**src/rtl/counter_cmd_sequencer.sv**
```systemverilog
// counter_cmd_sequencer: runs one {mode, data, len} command at a time from requesters A/B on a 4-bit counter.
// Latency: accept cycle, then len RUN cycles with cnt_enable=1, then a one-cycle DONE pulse (len+2 cycles total).
// Backpressure: req_x_ready is high only in IDLE and only for the round-robin winner; no command overlap.
//
// Ports:
//   clk, reset                  rising-edge clock, synchronous active-high reset
//   req_{a,b}_valid/ready       command handshake (ready is combinational)
//   req_{a,b}_mode/data/len     command payload: counter mode, load value, enabled-cycle count
//   cnt_rco                     ripple-carry-out returned by the counter
//   cnt_enable/cnt_mode/cnt_D   registered counter controls, zero outside RUN
//   busy                        high in RUN or DONE
//   done_valid/done_id/done_rco completion pulse, owner (0=A, 1=B), rco seen during the command
module counter_cmd_sequencer #(
  parameter int NBITS = 4,
  parameter int LEN_W = 4
) (
  input  logic             clk,
  input  logic             reset,
  input  logic             req_a_valid,
  input  logic [1:0]       req_a_mode,
  input  logic [NBITS-1:0] req_a_data,
  input  logic [LEN_W-1:0] req_a_len,
  output logic             req_a_ready,
  input  logic             req_b_valid,
  input  logic [1:0]       req_b_mode,
  input  logic [NBITS-1:0] req_b_data,
  input  logic [LEN_W-1:0] req_b_len,
  output logic             req_b_ready,
  input  logic             cnt_rco,
  output logic             cnt_enable,
  output logic [1:0]       cnt_mode,
  output logic [NBITS-1:0] cnt_D,
  output logic             busy,
  output logic             done_valid,
  output logic             done_id,
  output logic             done_rco
);

  typedef enum logic [1:0] {
    S_IDLE = 2'd0,
    S_RUN  = 2'd1,
    S_DONE = 2'd2
  } state_t;

  state_t             r_state;
  state_t             w_state_nxt;
  logic               r_last_grant;   // 0=A, 1=B
  logic               r_owner;
  logic [1:0]         r_mode;
  logic [NBITS-1:0]   r_data;
  logic [LEN_W-1:0]   r_remaining;
  logic               r_rco_sticky;
  logic               r_cnt_enable;
  logic [1:0]         r_cnt_mode;
  logic [NBITS-1:0]   r_cnt_D;
  logic               r_done_valid;

  logic               w_idle;
  logic               w_grant_a;
  logic               w_grant_b;
  logic               w_accept;
  logic [1:0]         w_sel_mode;
  logic [NBITS-1:0]   w_sel_data;
  logic [LEN_W-1:0]   w_sel_len;
  logic [1:0]         w_mode_nxt;
  logic [NBITS-1:0]   w_data_nxt;

  // Round robin: a lone requester always wins; on a tie the one not granted last time wins.
  assign w_idle    = (r_state == S_IDLE);
  assign w_grant_a = req_a_valid && (!req_b_valid || r_last_grant);
  assign w_grant_b = req_b_valid && (!req_a_valid || !r_last_grant);

  assign req_a_ready = w_idle && w_grant_a;
  assign req_b_ready = w_idle && w_grant_b;
  assign w_accept    = req_a_ready || req_b_ready;

  assign w_sel_mode = w_grant_b ? req_b_mode : req_a_mode;
  assign w_sel_data = w_grant_b ? req_b_data : req_a_data;
  assign w_sel_len  = w_grant_b ? req_b_len  : req_a_len;

  // Counter controls are registered, so on the accept edge they must load the incoming payload.
  assign w_mode_nxt = w_accept ? w_sel_mode : r_mode;
  assign w_data_nxt = w_accept ? w_sel_data : r_data;

  always_comb begin
    w_state_nxt = r_state;
    case (r_state)
      S_IDLE: begin
        if (w_accept) begin
          w_state_nxt = (w_sel_len == '0) ? S_DONE : S_RUN;
        end
      end
      S_RUN: begin
        // Leaving at 1 keeps remaining from ever wrapping below zero.
        if (r_remaining == LEN_W'(1)) begin
          w_state_nxt = S_DONE;
        end
      end
      S_DONE: begin
        w_state_nxt = S_IDLE;
      end
      default: begin
        w_state_nxt = S_IDLE;
      end
    endcase
  end

  always_ff @(posedge clk) begin
    if (reset) begin
      r_state      <= S_IDLE;
      r_last_grant <= 1'b1;
      r_owner      <= 1'b0;
      r_mode       <= '0;
      r_data       <= '0;
      r_remaining  <= '0;
      r_rco_sticky <= 1'b0;
      r_cnt_enable <= 1'b0;
      r_cnt_mode   <= '0;
      r_cnt_D      <= '0;
      r_done_valid <= 1'b0;
    end else begin
      r_state <= w_state_nxt;

      if (w_accept) begin
        r_mode       <= w_sel_mode;
        r_data       <= w_sel_data;
        r_remaining  <= w_sel_len;
        r_owner      <= w_grant_b;
        r_last_grant <= w_grant_b;
        r_rco_sticky <= 1'b0;
      end else if (r_state == S_RUN) begin
        r_remaining  <= r_remaining - LEN_W'(1);
        r_rco_sticky <= r_rco_sticky | cnt_rco;
      end

      r_cnt_enable <= (w_state_nxt == S_RUN);
      r_cnt_mode   <= (w_state_nxt == S_RUN) ? w_mode_nxt : 2'b00;
      r_cnt_D      <= (w_state_nxt == S_RUN) ? w_data_nxt : '0;
      r_done_valid <= (w_state_nxt == S_DONE);
    end
  end

  assign cnt_enable = r_cnt_enable;
  assign cnt_mode   = r_cnt_mode;
  assign cnt_D      = r_cnt_D;
  assign busy       = !w_idle;
  assign done_valid = r_done_valid;
  assign done_id    = r_done_valid && r_owner;
  // The counter's rco lags its enable by a cycle, so the live rco in DONE still belongs to this command.
  assign done_rco   = r_done_valid && (r_rco_sticky || cnt_rco);

endmodule

```
**config.mk**
```make
export PLATFORM = sky130hd
export DESIGN_NAME = counter_cmd_sequencer
export DESIGN_NICKNAME = d
export VERILOG_FILES = /design/src/rtl/counter_cmd_sequencer.sv
export SDC_FILE = /design/constraint.sdc
export NUM_CORES = 1
export LEC_CHECK = 0
export BUFFER_PORTS_ARGS = -buffer_cell sky130_fd_sc_hd__clkbuf_2
export CORE_ASPECT_RATIO = 1.2
export CORE_MARGIN = 2
export CORE_UTILIZATION = 30
export CTS_CLUSTER_DIAMETER = 80
export CTS_CLUSTER_SIZE = 24
export DETAILED_ROUTE_END_ITERATION = 10
export GPL_TIMING_DRIVEN = 1
export PLACE_DENSITY = 0.49
export SKIP_CTS_REPAIR_TIMING = 1
export SLEW_MARGIN = 20
export SYNTH_ARGS = -nofsm -noshare
export SYNTH_HDL_FRONTEND = slang
export SYNTH_SLANG_ARGS = --single-unit
export TNS_END_PERCENT = 1
```
**constraint.sdc**
```tcl
create_clock -name clk -period 3.1 [get_ports clk]
set_input_delay 0 -clock clk [delete_from_list [all_inputs] [get_ports clk]]
set_output_delay 0 -clock clk [all_outputs]
set_load 0.005 [all_outputs]
```
Word-level counts from Yosys, hierarchy flattened:

Cells that the tools add are included.

* bitwise gates (word level): 2
* reduce and logical (&&, ||, !) cells: 19
* eq/ne operators: 4
* $add $sub $neg: 1
* mux-type cells: 11

Operator list (count)
* $mux W4: 5
* $mux W2: 5
* $logic_and A1 B1 Y1: 6
* $eq A2 B1 Y1 const B: 2
* $eq A4 B1 Y1 const B: 1
* $logic_not A1 Y1: 4
* $logic_not A4 Y1: 1
* $logic_or A1 B1 Y1: 4
* $pmux W2 S2: 1
* $reduce_or A2 Y1: 2
* $sub A4 B1 Y4 const B: 1
* $eq A2 B2 Y1 const B: 1
* $logic_not A2 Y1: 1
* $reduce_bool A2 Y1: 1
* $not A1 Y1: 1
* $or A1 B1 Y1: 1

* register bits after elaboration: 23
* input port bits: 25
* output and inout port bits: 13
* word-level logic and storage cells: 48

Logic depth before layout (Yosys ltp):

* word-level depth: 11
* mapped depth: 6
* depth with buffers taken out: 6

Least setup slack after synthesis:

Ideal clock, no wire load.

* path kind: reg-to-reg
* start point: register r_last_grant
* end point: register r_cnt_D[0], in the netlist cnt_D[0]
* library setup time: 67 ps
* buffers on the path: 1
* setup slack: 1598 ps
* required time: 3033 ps
* cell stages (with the launch flop): 6
* arrival time: 1435 ps
* cell sequence: dfxtp_1 a21boi_2 mux2_4 or3b_1 buf_6 o21ai_2

* cells in the longest elaborated chain, start to end: 11

Ends and longest elaborated chain
* start, declared: RTL line 47 `logic r_last_grant;`
* start signal, assigned: RTL line 129 `r_last_grant <= w_grant_b;`
* $logic_not A1 Y1: RTL line 71 `assign w_grant_b = req_b_valid && (!req_a_valid || !r_last_grant);`
* $logic_or A1 B1 Y1: RTL line 71
* $logic_and A1 B1 Y1: RTL line 71
* $mux W4: RTL line 79 `assign w_sel_len = w_grant_b ? req_b_len : req_a_len;`
* $logic_not A4 Y1: RTL line 90 `w_state_nxt = (w_sel_len == '0) ? S_DONE : S_RUN;`
* $mux W2: RTL line 90
* $mux W2: RTL line 89 `if (w_accept) begin`
* $pmux W2 S2: RTL line 87 `case (r_state)`
* $eq A2 B1 Y1: RTL line 138 `r_cnt_D <= (w_state_nxt == S_RUN) ? w_data_nxt : '0;`
* $not A1 Y1 (no line)
* $reduce_or A2 Y1 (no line)
* end signal, assigned: RTL line 138
* end, declared: RTL line 55 `logic [NBITS-1:0] r_cnt_D;`

Parallel ways exist; a longest one is shown, timed or not.
A chain may end at the register's enable or synchronous reset.

Worst setup path in the final report:

* start point: register r_state[1]
* end point: register r_cnt_D[2], in the netlist cnt_D[2]

* cells in the longest elaborated chain, start to end: 8

Ends and longest elaborated chain
* start, declared: RTL line 45 `state_t r_state;`
* start signal, assigned: RTL line 122 `r_state <= w_state_nxt;`
* $logic_not A2 Y1: RTL line 69, 87
* $logic_and A1 B1 Y1 (on tied branches): RTL line 73, 74
* $logic_or A1 B1 Y1: RTL line 75 `assign w_accept = req_a_ready || req_b_ready;`
* $mux W2: RTL line 89
* $pmux W2 S2: RTL line 87
* $eq A2 B1 Y1: RTL line 138
* $not A1 Y1 (no line)
* $reduce_or A2 Y1 (no line)

Parallel ways exist; a longest one is shown, timed or not.

==> reports/qor.csv <==
stage,metric,value,unit
yosys,ys_ff_latch,23,
route,drt-total-wl,2.41,mm
clocking,htree_levels,1,
floorplan,die_area,0.00403,mm2
yosys,syn_area,0.00106,mm2
final_layout,layout.nets,182,
place,port_buffers,37,
critical_path,crit_arrival,2.06,ns
power_and_ir_drop,peakVddDrop,0.000222,V
clocking,cts_tree,built,
floorplan,start_util,31.5,%
yosys,yosysWarningCount,0,
final_layout,multi_input_area,544,um2
floorplan,core-area,0.00337,mm2
clocking,cts_sinks,23,
route,wire_per_inst,12.6,um
clocking,cts_buffer_depth,2,
sta,slew_viol_final,0,
final_layout,fillCellCount,353,
critical_path,setup.worst_path.start_class,flip-flop,
critical_path,critPathMaxFanout,20,
global_routing,gr-total-overflow,0,
power_and_ir_drop,p_per_area,611,mW/mm2
global_routing,grtUsageTotal,12.7,%
yosys,synth_area_per_cell,9.07,um2
route,vias_per_cell,4.81,
final_layout,drive_gt1_share,33.1,%
sta,setup_viol,0,
sta,finalClockSkew,0.00645,ns
global_routing,grt_first_pass_wirelength,4.02,mm
clocking,clk_pin_slew,0.09,ns
global_routing,grt_antenna_before_repair,0,
floorplan,fp.dieH,69.1,um
final_layout,diodes,0,
sta,finalCritPeriodShare,60.2,%
route,drt-initial-drc-count,15,
final_layout,regArea,460,um2
final_layout,fin_util,39.2,%
route,ant_nets,0,
clocking,cts_buffers,3,
clocking,root_buffer,clkbuf_8,
floorplan,io_pins,38,
place,gp_congestion,0.756,
yosys,syn_nets,144,
floorplan,row_count,23,
place,dp_hpwl,1.76,mm
sta,final.setup.tns,0,ns
sta,hold_viol,0,
sta,slew_headroom,44.2,%
sta,layout_min_cycle_time,1.87,ns
clocking,insertion_delay,0.26,ns
yosys,synth.distinct_cells,32,
power_and_ir_drop,p_leak,0.603,nW
final_layout,syn2layout_area_growth,24.4,%
route,drc_errors,0,
route,num_vias,919,
floorplan,die_x,58.3,um
sta,worst_slew_pin_slew,0.831,ns
critical_path,required,3.30,ns
sta,fmax,536,MHz
hold_path,hp-class,in -> reg,
sta,rsz0062_at_grt,no,
yosys,synth_seq_area_share,43.4,%
global_routing,grt_pass1_vias,877,
status,status,finished clean,
critical_path,critPathCaptureType,flip-flop,
yosys,synthCells,117,
run,drv_cap,0,
global_routing,grt_max_degree,21,
critical_path,worstSetupPathType,reg -> reg,
route,first_pass_iters,4,
layout make-up:
type	instances	area share [%]
well taps	37	3.51
inverters	6	1.71
clock buffers	3	3.13
multi-input cells	82	41.2
repair buffers	39	15.2
flip-flops and latches	23	34.9
clock inverters	1	0.379
placed cells by master, fill, tap and decap left out, types with 2 or more instances in the layout:
master / instances
clkbuf_2: 37
dfxtp_1: 23
nor2_1: 15
nand2_1: 10
mux2i_1: 7
a211oi_1: 7
inv_1: 6
o21ai_2: 6
a21oi_1: 5
nor3_1: 3
mux2_1: 3
clkbuf_8: 3
nand2b_1: 2
and2_1: 2
o21a_1: 2
o21ai_0: 2
a22oi_1: 2
nor4_1: 2
ha_1: 2
buf_4: 2
synthesized netlist by cell type:
master / n / area, um2
nor3_1: 3 / 15.0
mux2_4: 1 / 15.0
nand3_1: 1 / 5.00
nor3b_1: 1 / 7.51
a22oi_1: 2 / 15.0
o31ai_1: 1 / 7.51
and2_1: 2 / 12.5
ha_1: 2 / 25.0
a221oi_1: 1 / 8.76
nand2_1: 10 / 37.5
o21ai_2: 6 / 52.6
nand2b_1: 2 / 12.5
o21ai_0: 2 / 10.0
mux2i_1: 7 / 70.1
mux2_1: 3 / 33.8
nand3b_1: 1 / 7.51
dfxtp_1: 23 / 460
a211oi_1: 7 / 52.6
a21oi_1: 5 / 25.0
nor2_1: 15 / 56.3
buf_6: 1 / 11.3
a31oi_1: 1 / 6.26
inv_1: 6 / 22.5
or2_1: 1 / 6.26
clkbuf_1: 2 / 7.51
nor4_1: 2 / 12.5
a21boi_2: 1 / 11.3
xnor2_1: 1 / 8.76
nor2b_1: 1 / 6.26
buf_2: 3 / 15.0
or3b_1: 1 / 8.76
o21a_1: 2 / 15.0
kinds of logic after synthesis:
family / synth area share, %
simple gates: 17.7
compound gates: 19.2
flops: 43.4
mux: 11.2
buf+inv: 5.31
fa+ha+maj: 2.36
xor+xnor: 0.826
final timing paths:
path / startpoint / end / slack (ns) / cells after the start
worst max-delay path: r_state[1] / cnt_D[2] / 1.23 / 5
worst max register to register: r_state[1] / cnt_D[2] / 1.23 / 5
worst min-delay path: req_a_mode[0] / cnt_mode[0] / 0.03 / 3
worst min register to register: r_data[1] / cnt_D[1] / 0.46 / 2
layer usage:
layer,track usage (%),part of all wire [%],up-vias
met5,0,0,-
met4,4.65,0.91,0
met3,3.00,6.1,2
met2,20.1,47,28
met1,16.6,46,406
li1,-,-,483
metrics by stage:
step                      std cells  hold slack, ns  total power, W  worst slack (ns)  instance area [um2]
after CTS                       191          0.0341        0.000819              1.21                 1320
after global placement          187           0.292        0.000627              1.29                 1270
after floorplan                 117          0.0994        0.000551              1.60                 1060
after detailed placement        187           0.298        0.000628              1.25                 1270
final                           191          0.0321        0.000807              1.23                 1320
after global routing            191          0.0519        0.000864              1.09                 1320
sequential cells by signal, indices dropped and copies added (netlist names):
register      cells
cnt_D             4
r_data            4
cnt_enable        1
r_last_grant      1
cnt_mode          2
r_mode            2
done_valid        1
r_owner           1
r_state           2
r_remaining       4
r_rco_sticky      1
worst max-delay path, stage by stage, from the launching register on:
cell and delay, ns:
dfxtp_1 0.35, nor2_1 0.29, o21a_1 0.17, buf_4 0.22, or3b_1 0.56, o21ai_2 0.19
report_power, final:
group | total (W) | switching [W] | internal, W
Combinational | 0.000242 | 0.000134 | 0.000108
Sequential | 0.000378 | 0.0000290 | 0.000349
Clock | 0.000187 | 0.0000973 | 0.0000897
Power figures use the tool's default switching activity.
